**config.mk**
```make
export PLATFORM = sky130hd
export DESIGN_NAME = chan_demux_buffer
export DESIGN_NICKNAME = d
export VERILOG_FILES = /design/src/rtl/chan_demux_pkg.sv /design/src/rtl/chan_demux_buffer_fifo.sv /design/src/rtl/chan_demux_buffer.sv
export SDC_FILE = /design/constraint.sdc
export NUM_CORES = 1
export LEC_CHECK = 0
export CORE_MARGIN = 2
export CORE_UTILIZATION = 45
export CTS_CLUSTER_DIAMETER = 200
export DETAILED_ROUTE_END_ITERATION = 7
export GPL_TIMING_DRIVEN = 1
export HOLD_SLACK_MARGIN = 0.05
export SLEW_MARGIN = 25
export SYNTH_ARGS = -nofsm -noshare
export SYNTH_HDL_FRONTEND = slang
export SYNTH_SLANG_ARGS = --single-unit
```
**constraint.sdc**
```tcl
create_clock -name clk -period 6.4 [get_ports clk]
set_input_delay 1.92 -clock clk [delete_from_list [all_inputs] [get_ports clk]]
set_output_delay 1.92 -clock clk [all_outputs]
set_load 0.01 [all_outputs]
```
**src/rtl/chan_demux_pkg.sv**
```systemverilog
// Package: chan_demux_pkg
// Shared sizing helpers and types for the channel demux buffer.
//   ch_w(n)      : tag width for n channels
//   lvl_w(d)     : width of an occupancy counter that can hold 0..d
//   DROP_CNT_W   : width of each per-channel drop counter
//   demux_word_t : {tag, payload} input word for the default configuration
package chan_demux_pkg;

   localparam int DROP_CNT_W    = 8;
   localparam int DEF_NUM_CH    = 4;
   localparam int DEF_PAYLOAD_W = 2;

   function automatic int ch_w(input int num_ch);
      return $clog2(num_ch);
   endfunction

   function automatic int lvl_w(input int depth);
      return $clog2(depth + 1);
   endfunction

   localparam int DEF_CH_W = ch_w(DEF_NUM_CH);

   typedef struct packed {
      logic [DEF_CH_W-1:0]      tag;
      logic [DEF_PAYLOAD_W-1:0] payload;
   } demux_word_t;

endpackage

```
**src/rtl/chan_demux_buffer_fifo.sv**
```systemverilog
// Module: chan_fifo
// Single-channel circular FIFO with registered level/full/empty flags.
// The read port is combinational from the current read pointer; the
// parent registers the selected channel's word.
// Ports:
//   clk, rst      clock, asynchronous active-high reset
//   wr_en_i       write request (already decoded for this channel)
//   wr_data_i     payload to store
//   rd_en_i       read request (already decoded for this channel)
//   rd_data_o     word at the read pointer
//   rd_ok_o       read request accepted this cycle
//   wr_drop_o     write request rejected this cycle (FIFO full, no read)
//   full_o        level == DEPTH
//   empty_o       level == 0
//   level_o       occupancy 0..DEPTH
module chan_fifo
   import chan_demux_pkg::*;
#(
   parameter int  DEPTH = 6,
   parameter int  WIDTH = 2,
   localparam int LVL_W = lvl_w(DEPTH),
   localparam int PTR_W = $clog2(DEPTH)
) (
   input  logic             clk,
   input  logic             rst,
   input  logic             wr_en_i,
   input  logic [WIDTH-1:0] wr_data_i,
   input  logic             rd_en_i,
   output logic [WIDTH-1:0] rd_data_o,
   output logic             rd_ok_o,
   output logic             wr_drop_o,
   output logic             full_o,
   output logic             empty_o,
   output logic [LVL_W-1:0] level_o
);

   logic [WIDTH-1:0] mem_q [DEPTH];
   logic [PTR_W-1:0] wr_ptr_q, wr_ptr_d;
   logic [PTR_W-1:0] rd_ptr_q, rd_ptr_d;
   logic [LVL_W-1:0] level_q, level_d;
   logic             full_q, full_d;
   logic             empty_q, empty_d;
   logic             wr_do, rd_do;

   // Explicit wrap so DEPTH need not be a power of two.
   function automatic logic [PTR_W-1:0] ptr_inc(input logic [PTR_W-1:0] p);
      return (p == PTR_W'(DEPTH - 1)) ? '0 : p + 1'b1;
   endfunction

   always_comb begin
      rd_do    = rd_en_i && !empty_q;
      // A simultaneous read frees a slot, so a full FIFO still takes the write.
      wr_do    = wr_en_i && (!full_q || rd_do);
      wr_ptr_d = wr_do ? ptr_inc(wr_ptr_q) : wr_ptr_q;
      rd_ptr_d = rd_do ? ptr_inc(rd_ptr_q) : rd_ptr_q;
      level_d  = level_q + LVL_W'(wr_do) - LVL_W'(rd_do);
      full_d   = (level_d == LVL_W'(DEPTH));
      empty_d  = (level_d == '0);
   end

   always_ff @(posedge clk or posedge rst) begin
      if (rst) begin
         wr_ptr_q <= '0;
         rd_ptr_q <= '0;
         level_q  <= '0;
         full_q   <= 1'b0;
         empty_q  <= 1'b1;
      end else begin
         wr_ptr_q <= wr_ptr_d;
         rd_ptr_q <= rd_ptr_d;
         level_q  <= level_d;
         full_q   <= full_d;
         empty_q  <= empty_d;
      end
   end

   // Storage is not reset; contents are meaningless until written.
   always_ff @(posedge clk) begin
      if (wr_do) mem_q[wr_ptr_q] <= wr_data_i;
   end

   assign rd_data_o = mem_q[rd_ptr_q];
   assign rd_ok_o   = rd_do;
   assign wr_drop_o = wr_en_i && !wr_do;
   assign full_o    = full_q;
   assign empty_o   = empty_q;
   assign level_o   = level_q;

endmodule

```
**src/rtl/chan_demux_buffer.sv**
```systemverilog
// Module: chan_demux_buffer
// Steers tagged input words into per-channel FIFOs and provides a
// registered, channel-selected read port.
// Optional feature: define DEMUX_DROP_CNT_EN to add per-channel saturating
// drop counters on output drop_cnt.
// Ports:
//   clk, rst   clock, asynchronous active-high reset
//   in_valid   in_data valid this cycle
//   in_data    {tag, payload}
//   in_drop    pulse: previous cycle's write was discarded
//   rd_en      read request for channel rd_ch
//   rd_valid   pulse: rd_data carries the word of an accepted read
//   rd_data    last read payload (held between reads)
//   rd_err     pulse: previous read hit an empty or illegal channel
//   full       per-channel full flags
//   empty      per-channel empty flags
//   level      per-channel occupancy, ch0 in the LSBs
//   drop_cnt   (DEMUX_DROP_CNT_EN only) per-channel 8-bit drop counters
module chan_demux_buffer
   import chan_demux_pkg::*;
#(
   parameter int  NUM_CH    = 4,
   parameter int  PAYLOAD_W = 2,
   parameter int  DEPTH     = 6,
   localparam int CH_W      = ch_w(NUM_CH),
   localparam int LVL_W     = lvl_w(DEPTH)
) (
   input  logic                      clk,
   input  logic                      rst,
   input  logic                      in_valid,
   input  logic [CH_W+PAYLOAD_W-1:0] in_data,
   output logic                      in_drop,
   input  logic                      rd_en,
   input  logic [CH_W-1:0]           rd_ch,
   output logic                      rd_valid,
   output logic [PAYLOAD_W-1:0]      rd_data,
   output logic                      rd_err,
   output logic [NUM_CH-1:0]         full,
   output logic [NUM_CH-1:0]         empty,
   output logic [NUM_CH*LVL_W-1:0]   level
`ifdef DEMUX_DROP_CNT_EN
  ,output logic [NUM_CH*DROP_CNT_W-1:0] drop_cnt
`endif
);

   logic [CH_W-1:0]      in_tag;
   logic [PAYLOAD_W-1:0] in_payload;
   logic                 tag_legal;
   logic [NUM_CH-1:0]    fifo_rd_ok;
   logic [NUM_CH-1:0]    fifo_wr_drop;
   logic [PAYLOAD_W-1:0] fifo_rd_data [NUM_CH];

   logic                 rd_valid_q, rd_valid_d;
   logic [PAYLOAD_W-1:0] rd_data_q, rd_data_d;
   logic                 rd_err_q, rd_err_d;
   logic                 in_drop_q, in_drop_d;

   assign in_tag     = in_data[CH_W+PAYLOAD_W-1 -: CH_W];
   assign in_payload = in_data[PAYLOAD_W-1:0];

   // Only a non-power-of-2 channel count leaves unused tag codes.
   if (NUM_CH == (1 << CH_W)) begin : g_tag_all_legal
      assign tag_legal = 1'b1;
   end else begin : g_tag_range
      assign tag_legal = (int'(in_tag) < NUM_CH);
   end

   for (genvar gi = 0; gi < NUM_CH; gi++) begin : g_ch
      chan_fifo #(
         .DEPTH (DEPTH),
         .WIDTH (PAYLOAD_W)
      ) u_fifo (
         .clk       (clk),
         .rst       (rst),
         .wr_en_i   (in_valid && tag_legal && (in_tag == CH_W'(gi))),
         .wr_data_i (in_payload),
         .rd_en_i   (rd_en && (rd_ch == CH_W'(gi))),
         .rd_data_o (fifo_rd_data[gi]),
         .rd_ok_o   (fifo_rd_ok[gi]),
         .wr_drop_o (fifo_wr_drop[gi]),
         .full_o    (full[gi]),
         .empty_o   (empty[gi]),
         .level_o   (level[gi*LVL_W +: LVL_W])
      );
   end

   // Illegal read channels request no FIFO, so they surface as rd_err
   // through the same path as an empty channel.
   always_comb begin
      rd_valid_d = |fifo_rd_ok;
      rd_err_d   = rd_en && !(|fifo_rd_ok);
      rd_data_d  = rd_data_q;
      for (int i = 0; i < NUM_CH; i++) begin
         if (fifo_rd_ok[i]) rd_data_d = fifo_rd_data[i];
      end
      in_drop_d  = in_valid && (!tag_legal || (|fifo_wr_drop));
   end

   always_ff @(posedge clk or posedge rst) begin
      if (rst) begin
         rd_valid_q <= 1'b0;
         rd_data_q  <= '0;
         rd_err_q   <= 1'b0;
         in_drop_q  <= 1'b0;
      end else begin
         rd_valid_q <= rd_valid_d;
         rd_data_q  <= rd_data_d;
         rd_err_q   <= rd_err_d;
         in_drop_q  <= in_drop_d;
      end
   end

   assign rd_valid = rd_valid_q;
   assign rd_data  = rd_data_q;
   assign rd_err   = rd_err_q;
   assign in_drop  = in_drop_q;

`ifdef DEMUX_DROP_CNT_EN
   // Counts only full-FIFO drops; illegal tags never reach a FIFO.
   for (genvar gi = 0; gi < NUM_CH; gi++) begin : g_drop_cnt
      logic [DROP_CNT_W-1:0] cnt_q;
      always_ff @(posedge clk or posedge rst) begin
         if (rst) begin
            cnt_q <= '0;
         end else if (fifo_wr_drop[gi] && (cnt_q != '1)) begin
            cnt_q <= cnt_q + 1'b1;
         end
      end
      assign drop_cnt[gi*DROP_CNT_W +: DROP_CNT_W] = cnt_q;
   end
`endif

endmodule
```
# Yosys cells after proc, flatten, opt, wreduce, memory -nomap -nowiden
# Memory sizes are Yosys's and may differ from the RTL's.
# Index checks and enable logic that the tools add are counted.
dict set report op_classes {
  muxes 20
  n_eq_ne 18
  add_sub_neg 16
  n_reduce_logical 48
}
# operator count
set op_table {}
lappend op_table {{$eq A3 B3 Y1 const B} 12}
lappend op_table {{$add A3 B1 Y3 const B} 8}
lappend op_table {{$mux W3} 8}
lappend op_table {{$logic_and A1 B1 Y1} 22}
lappend op_table {{$logic_not A1 Y1} 13}
lappend op_table {{$add A3 B1 Y3} 4}
lappend op_table {{$logic_not A3 Y1} 4}
lappend op_table {{$sub A3 B1 Y3} 4}
lappend op_table {{$eq A2 B2 Y1 const B} 4}
lappend op_table {{$mux W1} 8}
lappend op_table {{$mux W2} 4}
lappend op_table {{$reduce_or A4 Y1} 2}
lappend op_table {{$eq A2 B1 Y1 const B} 2}
lappend op_table {{$logic_not A2 Y1} 2}
lappend op_table {{$logic_or A1 B1 Y1} 4}
lappend op_table {{$reduce_bool A4 Y1} 1}
dict set report totals {
  out_inout_bits 25
  n_memories 4
  reg_bits 49
  in_bits 10
  mem_bits_rw 48
}
# memory words width read_ports rd_clocked_by_memory_dff write_ports line
set memory_table {}
lappend memory_table {{g_ch[0].u_fifo.mem_q} 6 2 1 0 1 chan_demux_buffer_fifo.sv:37} ;# logic [WIDTH-1:0] mem_q [DEPTH];
lappend memory_table {{g_ch[1].u_fifo.mem_q} 6 2 1 0 1 chan_demux_buffer_fifo.sv:37}
lappend memory_table {{g_ch[2].u_fifo.mem_q} 6 2 1 0 1 chan_demux_buffer_fifo.sv:37}
lappend memory_table {{g_ch[3].u_fifo.mem_q} 6 2 1 0 1 chan_demux_buffer_fifo.sv:37}

# Longest topological paths before layout
dict set report logic_depth {
  ltp_word 9
  ltp_mapped 10
  depth_no_buf 10
}

# Hierarchy
# A second synthesis with hierarchy kept.
dict set report unflattened {
  hier_cells 292
  hier_area_um2 4285.4
}
# module instances area_each_um2 cells_each seq_area_each_um2
set by_module_without_submodules {}
lappend by_module_without_submodules {chan_fifo 4 997.2 65 636.9}
lappend by_module_without_submodules {chan_demux_buffer 1 296.5 32 125.1}

# Worst setup path before layout
# OpenSTA, ideal clock, no wires.
dict set report synth_timing {
  path_type {input-to-reg}
  from {input port rd_ch[0]}
  to {register g_ch[0].u_fifo.full_q}
  stages 5
  arrival_time_ns 3.756
  path_slack_ns 2.524
  cell_sequence {or4b_4 a2111oi_4 ha_1 fa_1 and3b_1}
}
dict set report synth_via {
  elab_chain_len 8
}
# element line
set synth_rtl {}
lappend synth_rtl {{from (decl)} chan_demux_buffer.sv:34} ;# input logic [CH_W-1:0] rd_ch,
lappend synth_rtl {{$logic_not A2 Y1} chan_demux_buffer.sv:77} ;# .rd_en_i (rd_en && (rd_ch == CH_W'(gi))),
lappend synth_rtl {{$logic_and A1 B1 Y1} chan_demux_buffer.sv:77}
lappend synth_rtl {{$logic_and A1 B1 Y1} chan_demux_buffer_fifo.sv:51} ;# rd_do = rd_en_i && !empty_q;
lappend synth_rtl {{$logic_or A1 B1 Y1} chan_demux_buffer_fifo.sv:53} ;# wr_do = wr_en_i && (!full_q || rd_do);
lappend synth_rtl {{$logic_and A1 B1 Y1} chan_demux_buffer_fifo.sv:53}
lappend synth_rtl {{via g_ch[0].u_fifo.wr_do} chan_demux_buffer_fifo.sv:43} ;# logic wr_do, rd_do;
lappend synth_rtl {{$add A3 B1 Y3} chan_demux_buffer_fifo.sv:56} ;# level_d = level_q + LVL_W'(wr_do) - LVL_W'(rd_do);
lappend synth_rtl {{$sub A3 B1 Y3} chan_demux_buffer_fifo.sv:56}
lappend synth_rtl {{via g_ch[0].u_fifo.level_d[1]} chan_demux_buffer_fifo.sv:40} ;# logic [LVL_W-1:0] level_q, level_d;
lappend synth_rtl {{$eq A3 B3 Y1} chan_demux_buffer_fifo.sv:57} ;# full_d = (level_d == LVL_W'(DEPTH));
lappend synth_rtl {{via g_ch[0].u_fifo.full_d} chan_demux_buffer_fifo.sv:41} ;# logic full_q, full_d;
lappend synth_rtl {{to (signal assigned)} chan_demux_buffer_fifo.sv:72} ;# full_q <= full_d;
lappend synth_rtl {{to (decl)} chan_demux_buffer_fifo.sv:41}
# The timed path passes the listed nets, and every way through them passes these cells.
# A chain may end at the register's enable or synchronous reset.

# Worst setup path in the final report
dict set report layout_timing {
  from {input port rd_ch[1]}
  to {register g_ch[1].u_fifo.full_q}
}
dict set report layout_via {
  elab_chain_len 8
}
# element line
set layout_rtl {}
lappend layout_rtl {{$eq A2 B1 Y1} chan_demux_buffer.sv:77}
lappend layout_rtl {{$logic_and A1 B1 Y1} chan_demux_buffer.sv:77}
lappend layout_rtl {{$logic_and A1 B1 Y1} chan_demux_buffer_fifo.sv:51}
lappend layout_rtl {{$logic_or A1 B1 Y1} chan_demux_buffer_fifo.sv:53}
lappend layout_rtl {{$logic_and A1 B1 Y1} chan_demux_buffer_fifo.sv:53}
lappend layout_rtl {{via g_ch[1].u_fifo.wr_do} chan_demux_buffer_fifo.sv:43}
lappend layout_rtl {{$add A3 B1 Y3} chan_demux_buffer_fifo.sv:56}
lappend layout_rtl {{$sub A3 B1 Y3} chan_demux_buffer_fifo.sv:56}
lappend layout_rtl {{via g_ch[1].u_fifo.level_d[2]} chan_demux_buffer_fifo.sv:40}
lappend layout_rtl {{$eq A3 B3 Y1} chan_demux_buffer_fifo.sv:57}
lappend layout_rtl {{via g_ch[1].u_fifo.full_d} chan_demux_buffer_fifo.sv:41}
lappend layout_rtl {{to (signal assigned)} chan_demux_buffer_fifo.sv:72}
lappend layout_rtl {{to (decl)} chan_demux_buffer_fifo.sv:41}
# The timed path passes the listed nets, and every way through them passes these cells.

==> impl_metrics.tcl <==
set metrics [dict create \
    gp_congestion 0.766 \
    synth-main-ff-cell "edfxtp_1" \
    hold_path_end "g_ch[3].u_fifo.wr_ptr_q[0]" \
    numClockSinks 97 \
    n_antenna_cell 0 \
    holdWs_ps 487 \
    ant_nets 0 \
    cts.clk_slew.worst_paths_ps 90 \
    antenna_found_initial 0 \
    max_freq_mhz 231 \
    cts_max_level 3 \
    critical-path-top-delay-family "adder cells" \
    hold_buffers 0 \
    crit_path_end_kind "flop" \
    drt-initial-drc-count 90 \
    drc 0 \
    setup_viol 0 \
    grt_max_degree 50 \
    fp.dieArea_um2 10200 \
    cp_cell_sequence "clkdlybuf4s50_1, nand4bb_1, a211oi_1, ha_1, inv_1, fa_1, xnor2_1, xnor2_1, nor3b_1" \
    die_w_um 101 \
    postCtsSetupBuffers 0 \
    wl_per_cell_um 16.0 \
    holdCritStartpoint "g_ch[3].u_fifo.wr_ptr_q[0]" \
    start_util_pct 46.2 \
    drv_cap 0 \
    hold_depth 1 \
    hold_class "reg2reg" \
    period_needed_ps 4320 \
    timing.reg2reg.setup_slack_ps 3780 \
    syn_area_um2 4250 \
    netlist_instances 305 \
    fillers 805 \
    slowest_delay_ps 580 \
    yosys-top-cells-area "edfxtp_1, dfrtp_1, mux4_2" \
    post-route-period-util_pct 67.5 \
    die_h_um 101 \
    peakVddDrop_mv 0.218 \
    vias 2337 \
    track_usage_pct 15.6 \
    dp_hpwl_um 5350 \
    power_density_nw_per_um2 407 \
    power_leakage_uw 0.00193 \
    finalHoldViolCount 0 \
    rsz0062_at_grt "false" \
    fin_skew_ps 9.13 \
    yosysWarnings 0 \
    cts_root_buffer "clkbuf_8" \
    cp_max_fo 7 \
    core_area_um2 9200 \
    ys_seq_elements 97 \
    synth_top_area_share_pct 34.0 \
    clock_latency_ps 350 \
    cts_buffers 9 \
    worstPathArrival_ps 4590 \
    post_cts_resized 0 \
    crit_type "in2reg" \
    slew_violations 0 \
    worstPathRequired_ps 6670 \
    layout_commonest_cell "edfxtp_1" \
    boundaryPins 35 \
    synth_edf_count 48 \
    syn_nets 327 \
    fin_tns_setup_ps 0 \
    reg2reg_depth 8 \
    crit_path_frequent_cell "xnor2_1" \
    area_delta_synth_final_pct 13.8 \
    slowest_stage "a211oi_1" \
    cts_tree "done" \
    seq_area_frac_synth_pct 63.0 \
    grt_pass1_wl_um 11900 \
    slew_headroom_pct 38.4 \
    layout_common_cells "edfxtp_1, dfrtp_1, clkdlybuf4s50_1" \
    crit_buf_inv 2 \
    drive_gt1_share_pct 11.7 \
    avgSynthCellArea_um2 13.9 \
    yosysTopAreaCell "edfxtp_1" \
    max_slew.worst_pin.slew_ps 921 \
    rows 35 \
    async_reset_ff_share_pct 50.5 \
    status "finished clean" \
    cts_max_path_buffers 2 \
    drt_pre_antenna_iters 4 \
    startpoint_type "primary input" \
    r2r-end "g_ch[1].u_fifo.full_o" \
    reg2reg_from "g_ch[1].u_fifo.empty_o" \
    first_global_vias 2343 \
    routed_wirelength_um 7260 \
    vias_per_cell 5.16 \
    port_buffers 34 \
    synth_cell_type_count 46 \
    grt_overflow 0 \
    nNetsFinal 359 \
]
## layout make-up
type | count | area [µm²] | share of cell area [%]
Tap cell | 111 | 139 | 2.87
Clock inverter | 5 | 38.8 | 0.803
Clock buffer | 11 | 141 | 2.93
Inverter | 23 | 86.3 | 1.79
Timing Repair Buffer | 36 | 355 | 7.35
Sequential cell | 97 | 2670 | 55.3
Multi-Input combinational cell | 170 | 1400 | 28.9
## kinds of logic after synthesis
group,Yosys count,synth area share (%)
mux,21,6.87
simple gates,82,11.9
xor+xnor,16,3.30
buf+inv,38,4.10
flops,97,63.0
fa+ha+maj,12,4.24
compound gates,39,6.66
## how the worst max path moves through the flow
stage,from,endpoint,slack [ps],cells past startpoint
3_5_place_dp,rd_ch[1],g_ch[1].u_fifo.full_o,1670,9
2_1_floorplan,rd_ch[0],g_ch[0].u_fifo.full_o,2520,5
6_report,rd_ch[1],g_ch[1].u_fifo.full_o,2080,9
4_1_cts,rd_ch[1],g_ch[1].u_fifo.full_o,2070,9
3_3_place_gp,rd_ch[1],g_ch[1].u_fifo.full_o,1810,9
5_1_grt,rd_ch[1],g_ch[1].u_fifo.full_o,1790,9
## routing by layer
| metal | global-route usage (%) | vias to the layer above | wire length, µm |
|---|---|---|---|
| met1 | 22.1 | 1133 | 3550 |
| met2 | 24.0 | 39 | 3330 |
| met3 | 3.04 | 10 | 242 |
| met5 | 0 | - | 0 |
| li1 | - | 1155 | - |
| met4 | 6.13 | 0 | 140 |
## flip-flops by register name, summed over array words and instances, names as in the netlist
name / count
rd_data: 2
g_ch.u_fifo.level_o: 12
g_ch.u_fifo.full_o: 4
in_drop: 1
g_ch.u_fifo.empty_o: 4
g_ch.u_fifo.wr_ptr_q: 12
rd_err: 1
g_ch.u_fifo.rd_ptr_q: 12
rd_valid: 1
g_ch.u_fifo.mem_q: 48
## report_power, final
| part | switching, µW | internal, µW |
|---|---|---|
| registers | 175 | 810 |
| clock network | 205 | 155 |
| logic | 270 | 353 |
| total | 650 | 1320 |
## cell usage after synthesis, types with 2 or more instances
library cell   n
a21oi_1        6
nor3b_1       13
dfrtp_1       45
and3b_1        3
clkbuf_1       5
inv_1         22
and3_1         2
nor2_1         9
xnor2_1        9
a211oi_1       4
ha_1           8
edfxtp_1      48
mux2_2         5
fa_1           4
a21o_1        10
nand2b_1       8
dfstp_2        4
a22o_1         2
o21ai_0       11
nor3_1        16
mux4_2         6
buf_4          8
nand3_1        4
mux2i_1       10
xor2_1         7
a211o_1        2
nand2_1       15
## stage by stage
step | instances | instance area (µm²) | util (%) | power (µW) | setup slack (ps)
final | 453 | 4830 | 52.5 | 1970 | 2080
after global routing | 453 | 4830 | 52.5 | 2110 | 1790
after CTS | 453 | 4830 | 52.5 | 1990 | 2070
after detailed placement | 437 | 4650 | 50.6 | 1630 | 1670
after global placement | 437 | 4650 | 50.6 | 1610 | 1810
after floorplan | 305 | 4250 | - | 1400 | 2520
No activity file was read; power rests on OpenSTA's default activity.
